[config.mk]
export PLATFORM = sky130hd
export DESIGN_NAME = fc_mac_engine
export DESIGN_NICKNAME = d
export VERILOG_FILES = /design/src/rtl/fc_mac_engine.sv
export SDC_FILE = /design/constraint.sdc
export NUM_CORES = 1
export LEC_CHECK = 0
export CORE_UTILIZATION = 32
export DETAILED_ROUTE_END_ITERATION = 12
export PLACE_DENSITY = 0.54
export SLEW_MARGIN = 20
export SYNTH_ARGS = -nofsm -noshare
export SYNTH_HDL_FRONTEND = slang
export SYNTH_SLANG_ARGS = --single-unit
[constraint.sdc]
create_clock -name clk -period 19 [get_ports clk]
set_input_delay 2.85 -clock clk [delete_from_list [all_inputs] [get_ports clk]]
set_output_delay 2.85 -clock clk [all_outputs]
set_load 0.01 [all_outputs]
[src/rtl/fc_mac_engine.sv]
// fc_mac_engine: captures a 9-byte activation window and computes NUM_OUT
// fully-connected dot products with one serial MAC. Weights come from an
// external sync ROM with 1-cycle read latency. Results leave on a
// valid/ready stream, one result per neuron.
module fc_mac_engine #(
  parameter int NUM_OUT = 10,
  parameter int ACC_W   = 24,
  parameter int W_AW    = 7,
  parameter int IDX_W   = 4,
  parameter int RELU    = 0
) (
  input  logic                    clk,
  input  logic                    rst,
  input  logic                    fc_ready,
  input  logic [71:0]             fc_data,
  output logic                    w_rd_en,
  output logic [W_AW-1:0]         w_addr,
  input  logic signed [7:0]       w_data,
  output logic                    o_valid,
  input  logic                    o_ready,
  output logic signed [ACC_W-1:0] o_data,
  output logic [IDX_W-1:0]        o_idx,
  output logic                    o_last,
  output logic                    busy,
  output logic                    err_overrun
);

  typedef enum logic [1:0] {IDLE, RUN, OUT} state_t;

  localparam logic [IDX_W-1:0] LAST_N = IDX_W'(NUM_OUT - 1);

  state_t                  state;
  logic [3:0]              k;
  logic [IDX_W-1:0]        neuron;
  logic signed [ACC_W-1:0] acc;
  logic [71:0]             window;

  logic                    hs;
  logic                    last_n;
  logic                    accept;
  logic signed [ACC_W-1:0] prod;
  logic signed [ACC_W-1:0] sum;

  // Element idx of the window; element 0 sits in the top byte.
  function automatic logic [7:0] act_at(input logic [71:0] win, input logic [3:0] idx);
    logic [71:0] s;
    s = win << (8 * idx);
    return s[71:64];
  endfunction

  // Unsigned activation times signed weight, 17-bit product sign-extended.
  function automatic logic signed [ACC_W-1:0] mac_prod(input logic [7:0] a,
                                                       input logic signed [7:0] w);
    logic signed [16:0] p;
    p = $signed({1'b0, a}) * w;
    return {{(ACC_W-17){p[16]}}, p};
  endfunction

  // Optional clamp of negative results, applied only on the way out.
  function automatic logic signed [ACC_W-1:0] relu_clamp(input logic signed [ACC_W-1:0] x);
    if ((RELU != 0) && x[ACC_W-1]) return '0;
    return x;
  endfunction

  assign w_rd_en = (state == RUN) && (k <= 4'd8);
  assign w_addr  = w_rd_en ? (W_AW'(neuron) * W_AW'(9) + W_AW'(k)) : '0;

  // Weight read at step k arrives at step k+1, so it pairs with element k-1.
  assign prod   = mac_prod(act_at(window, k - 4'd1), w_data);
  assign sum    = acc + prod;
  assign hs     = o_valid && o_ready;
  assign last_n = (neuron == LAST_N);
  // A window is only taken when idle or on the final handshake of a job.
  assign accept = fc_ready && ((state == IDLE) || ((state == OUT) && hs && last_n));

  // Control FSM, MAC accumulator and registered output stream.
  always_ff @(posedge clk) begin
    if (rst) begin
      state       <= IDLE;
      k           <= '0;
      neuron      <= '0;
      acc         <= '0;
      window      <= '0;
      o_valid     <= 1'b0;
      o_data      <= '0;
      o_idx       <= '0;
      o_last      <= 1'b0;
      busy        <= 1'b0;
      err_overrun <= 1'b0;
    end else begin
      err_overrun <= fc_ready && !accept;
      case (state)
        IDLE: begin
          if (fc_ready) begin
            window <= fc_data;
            neuron <= '0;
            k      <= '0;
            busy   <= 1'b1;
            state  <= RUN;
          end
        end
        RUN: begin
          if (k == 4'd0) acc <= '0;
          else           acc <= sum;
          if (k == 4'd9) begin
            o_data  <= relu_clamp(sum);
            o_idx   <= neuron;
            o_last  <= last_n;
            o_valid <= 1'b1;
            state   <= OUT;
          end else begin
            k <= k + 4'd1;
          end
        end
        OUT: begin
          if (hs) begin
            o_valid <= 1'b0;
            o_last  <= 1'b0;
            if (!last_n) begin
              neuron <= neuron + IDX_W'(1);
              k      <= '0;
              state  <= RUN;
            end else if (fc_ready) begin
              window <= fc_data;
              neuron <= '0;
              k      <= '0;
              state  <= RUN;
            end else begin
              busy  <= 1'b0;
              state <= IDLE;
            end
          end
        end
        default: begin
          busy  <= 1'b0;
          state <= IDLE;
        end
      endcase
    end
  end

endmodule

==> results.md <==
- Syn_area_per_cell: 8.43 µm²
- Critical path class: in2reg
- Clock power share: 0.441
- Fin crit share: 0.417
- Compound-Gate Fraction of Synth Area: 0.139
- CTS Root Cell: clkbuf_16
- Least-Margin Pin Slew: 1050 ps
- Final core utilization: 0.403
- Final wirelength: 25,200 µm
- DR pass1 iterations: 4
- Grt ovf: 0
- Setup tns final: 0 ps
- Final Wtd Congestion: about 0.88
- Horiz. Die Dim: between 150 and 200 µm
- Worst-skew pair later-pin latency: ~440 ps
- P&R area growth vs syn: 23.4%
- Reg2reg path depth: 21
- Final hold vios: 0
- First-pass GRT wire length: 40,700 µm
- Post-synthesis xor/xnor area fraction: 0.0257
- Static Leak: 4.98 nW
- Maximum VDD drop: around 0.055 mV
- Initial Util: 0.327
- Remaining DRCs: 0
- CP max stage delay: approximately 550 ps
- Cell area power density: ~67 nW/µm²
- Critical Path End Type: flip-flop
- Top cell type's share of synthesized area: 0.293
- CP Launch Type: input pin
- Sequential share of the synthesized area: 0.293
- Post-synth cell types: 60
- CTS tree: built
- Final Net Count: approximately 1,400
- Clock-pin transition on the worst setup and hold timing paths: roughly 70 ps
- Skew final: between 20 and 25 ps
- GRT Overall Usage: 0.169
- Sw Share: 0.301
- Sequential power share: 0.399
- Critical Path, Cell by Cell: clkdlybuf4s50_1 -> buf_4 -> inv_1 -> nor2_1 -> fa_1 -> inv_1 -> fa_1 -> fa_1 -> fa_1 -> inv_1 -> fa_1 -> ha_1 -> a21o_1 -> a221o_1 -> a21oi_1 -> nor4bb_1 -> a311oi_1 -> o21ai_0
- Routed via count: 7,960
- Max-slew violation count: 0
- Hold slack: 453 ps
- Reg2reg start: k[1]
- Setup WS pre-CTS: about 11,000 ps
- Worst Hold Class: reg2reg
- Ratio of cells with drive above 1 in the final layout: 0.0561
- Simple-Gate Fraction of Synth Area: 0.192
- Clk sinks: about 140
- Area contributors post-synth: dfxtp_1, ha_1, fa_1, nand2_1, a21oi_1
- Rows: between 60 and 70
- Final HPWL DP: about 18,000 µm
- Hold Buf Count CTS: 0
- Via density: a little under 5
- Hold depth: 2
- Area leader, netlist: dfxtp_1
- Post-Syn Area: 9430 µm²
- Die ar.: 30,100 µm²
- Hold path endpoint: window[59]
- Pin count of the biggest net entering global routing: about 110
- WL per Instance: around 16 µm
- Post-synthesis register bit count: ~140
- Crit path top cell by count: fa_1
- Post-CTS setup buffer count: 0
- Worst path arrival time: between 8000 and 9000 ps
- PnR worst setup slack: ~11,000 ps
- Syn_nets: around 1,400
- Required time of the critical path: just under 20,000 ps
- Drt first-iter violations: 397
- Instance count of the mapped netlist: around 1,100
- Async SR Flop Fraction: 0
- Mux contribution to synthesized area: 0.0520
- Post-synth EDFFs: 0
- Top_reg_cell synth: dfxtp_1
- Max_cap viols: 0
- Largest family of logic cells by synthesized area: adder cells
- Post_cts resized: 0
- Antenna-violating nets left: 0
- Psw: roughly 0.23 mW
- N_diodes: 0
- Initial antenna violation count: 0
- Die Ht: approximately 170 µm
- Rel. slew slack: 0.293
- Boundary Pins: 124
- RSZ-0062 raised after global routing: no
- Max H-tree Level: 4
- Status: finished clean
- CTS Buffer Depth: 2
- Commonest non-fill, non-tap cell in the layout: nand2_1
- Port Buffer Count: roughly 120
- Slowest CP cell: fa_1
- Worst-path fanout max: 11
- Power share of the combinational group: 0.161
- Worst Hold Launch: window[59]
- Core area: 28,900 µm²
- CTS buffer count: 17
- Most frequent cells in the layout: nand2_1, dfxtp_1, clkdlybuf4s50_1
- Vias in the first global route: 7,927
- Yosys Warn Count: 0
- Fin crit period: 7930 ps
- Worst r2r dst: acc[16]
- Post-Synth Adder-Cell Area: 0.238
- Internal: around 0.54 mW
- Fmax: between 0.1 and 0.15 GHz
- Final Setup Violations: 0
- Reg2reg setup slack: approximately 12,000 ps
[Yosys cell counts (5+ instances only)]
cell type,instances
mux4_2,16
xnor2_1,16
o21ai_1,6
a22oi_1,10
nor3_1,11
buf_1,5
nand2_1,242
nor2_1,67
and2_1,40
ha_1,96
a22o_1,7
inv_1,94
buf_2,12
mux2i_1,13
dfxtp_1,138
a21oi_1,119
xor2_1,8
clkbuf_1,32
o211ai_1,6
a21o_1,5
o21ai_0,22
nand3_1,19
fa_1,52
[worst max path at each step]
stage               from    endpoint  slack, ps  depth (start not counted)
6_report       w_data[7]     acc[16]      11070                         18
5_1_grt        w_data[7]     acc[16]      10710                         18
4_1_cts        w_data[7]     acc[16]      11060                         18
3_5_place_dp   w_data[7]  o_data[20]      10620                         18
3_3_place_gp   w_data[7]     acc[20]      10650                         18
2_1_floorplan  w_data[7]     acc[20]      11520                         16
[final cells by class]
class                      instances  area, µm²
clock buffer                      17        425
fill                            2944      17200
timing repair buffer             132       1320
inverter                          94        353
clock inverter                    15        181
sequential                       138       2760
multi-input combinational        834       6110
tap                              384        480
[state kept, by name (all words and copies together) (netlist names), 2 cells and up]
register and flops:
window 72, neuron 4, o_idx 4, state 2
o_data 24, k 4, acc 24
[layer usage]
layer	vias to the layer above	global-route usage	routed length [µm]
met2	189	0.278	11800
met1	3803	0.231	12000
li1	3953	-	-
met5	-	0	0
met3	15	0.0281	1190
met4	0	0.0417	238
[critical path: cells and delay by family]
| kind | cells | cell delay, ps |
|---|---|---|
| fa+ha+maj | 6 | 2850 |
| buf+inv | 5 | 910 |
| simple gates | 2 | 210 |
| compound gates | 5 | 1380 |
[power groups by stage]
| stage | Combinational (mW) | Clock (mW) | Sequential, mW |
|---|---|---|---|
| finish | 0.125 | 0.342 | 0.310 |
| global route | 0.139 | 0.363 | 0.311 |
| CTS | 0.125 | 0.350 | 0.310 |
| detailed placement | 0.124 | 0 | 0.316 |
| global placement | 0.125 | 0 | 0.316 |
| floorplan | 0.0789 | 0 | 0.314 |
[metrics by stage]
stage	cell area [µm²]	total power [mW]	std cells
final	11600	0.777	1614
after global routing	11600	0.814	1614
after detailed placement	11000	0.441	1581
after global placement	11000	0.441	1581
after CTS	11600	0.785	1613
after floorplan	9430	0.393	1118
[cells by family (layout without fill, tap and decap cells)]
kind of cell	Yosys count	count (layout)
buffers and inverters	146	258
AND/OR/NAND/NOR	413	413
AO/OA/AOI/OAI	218	218
XOR/XNOR	26	26
adder cells (fa/ha/maj)	148	148
flip-flops	138	138
multiplexers	29	29
Note: power is estimated with default switching activity, not from simulation.
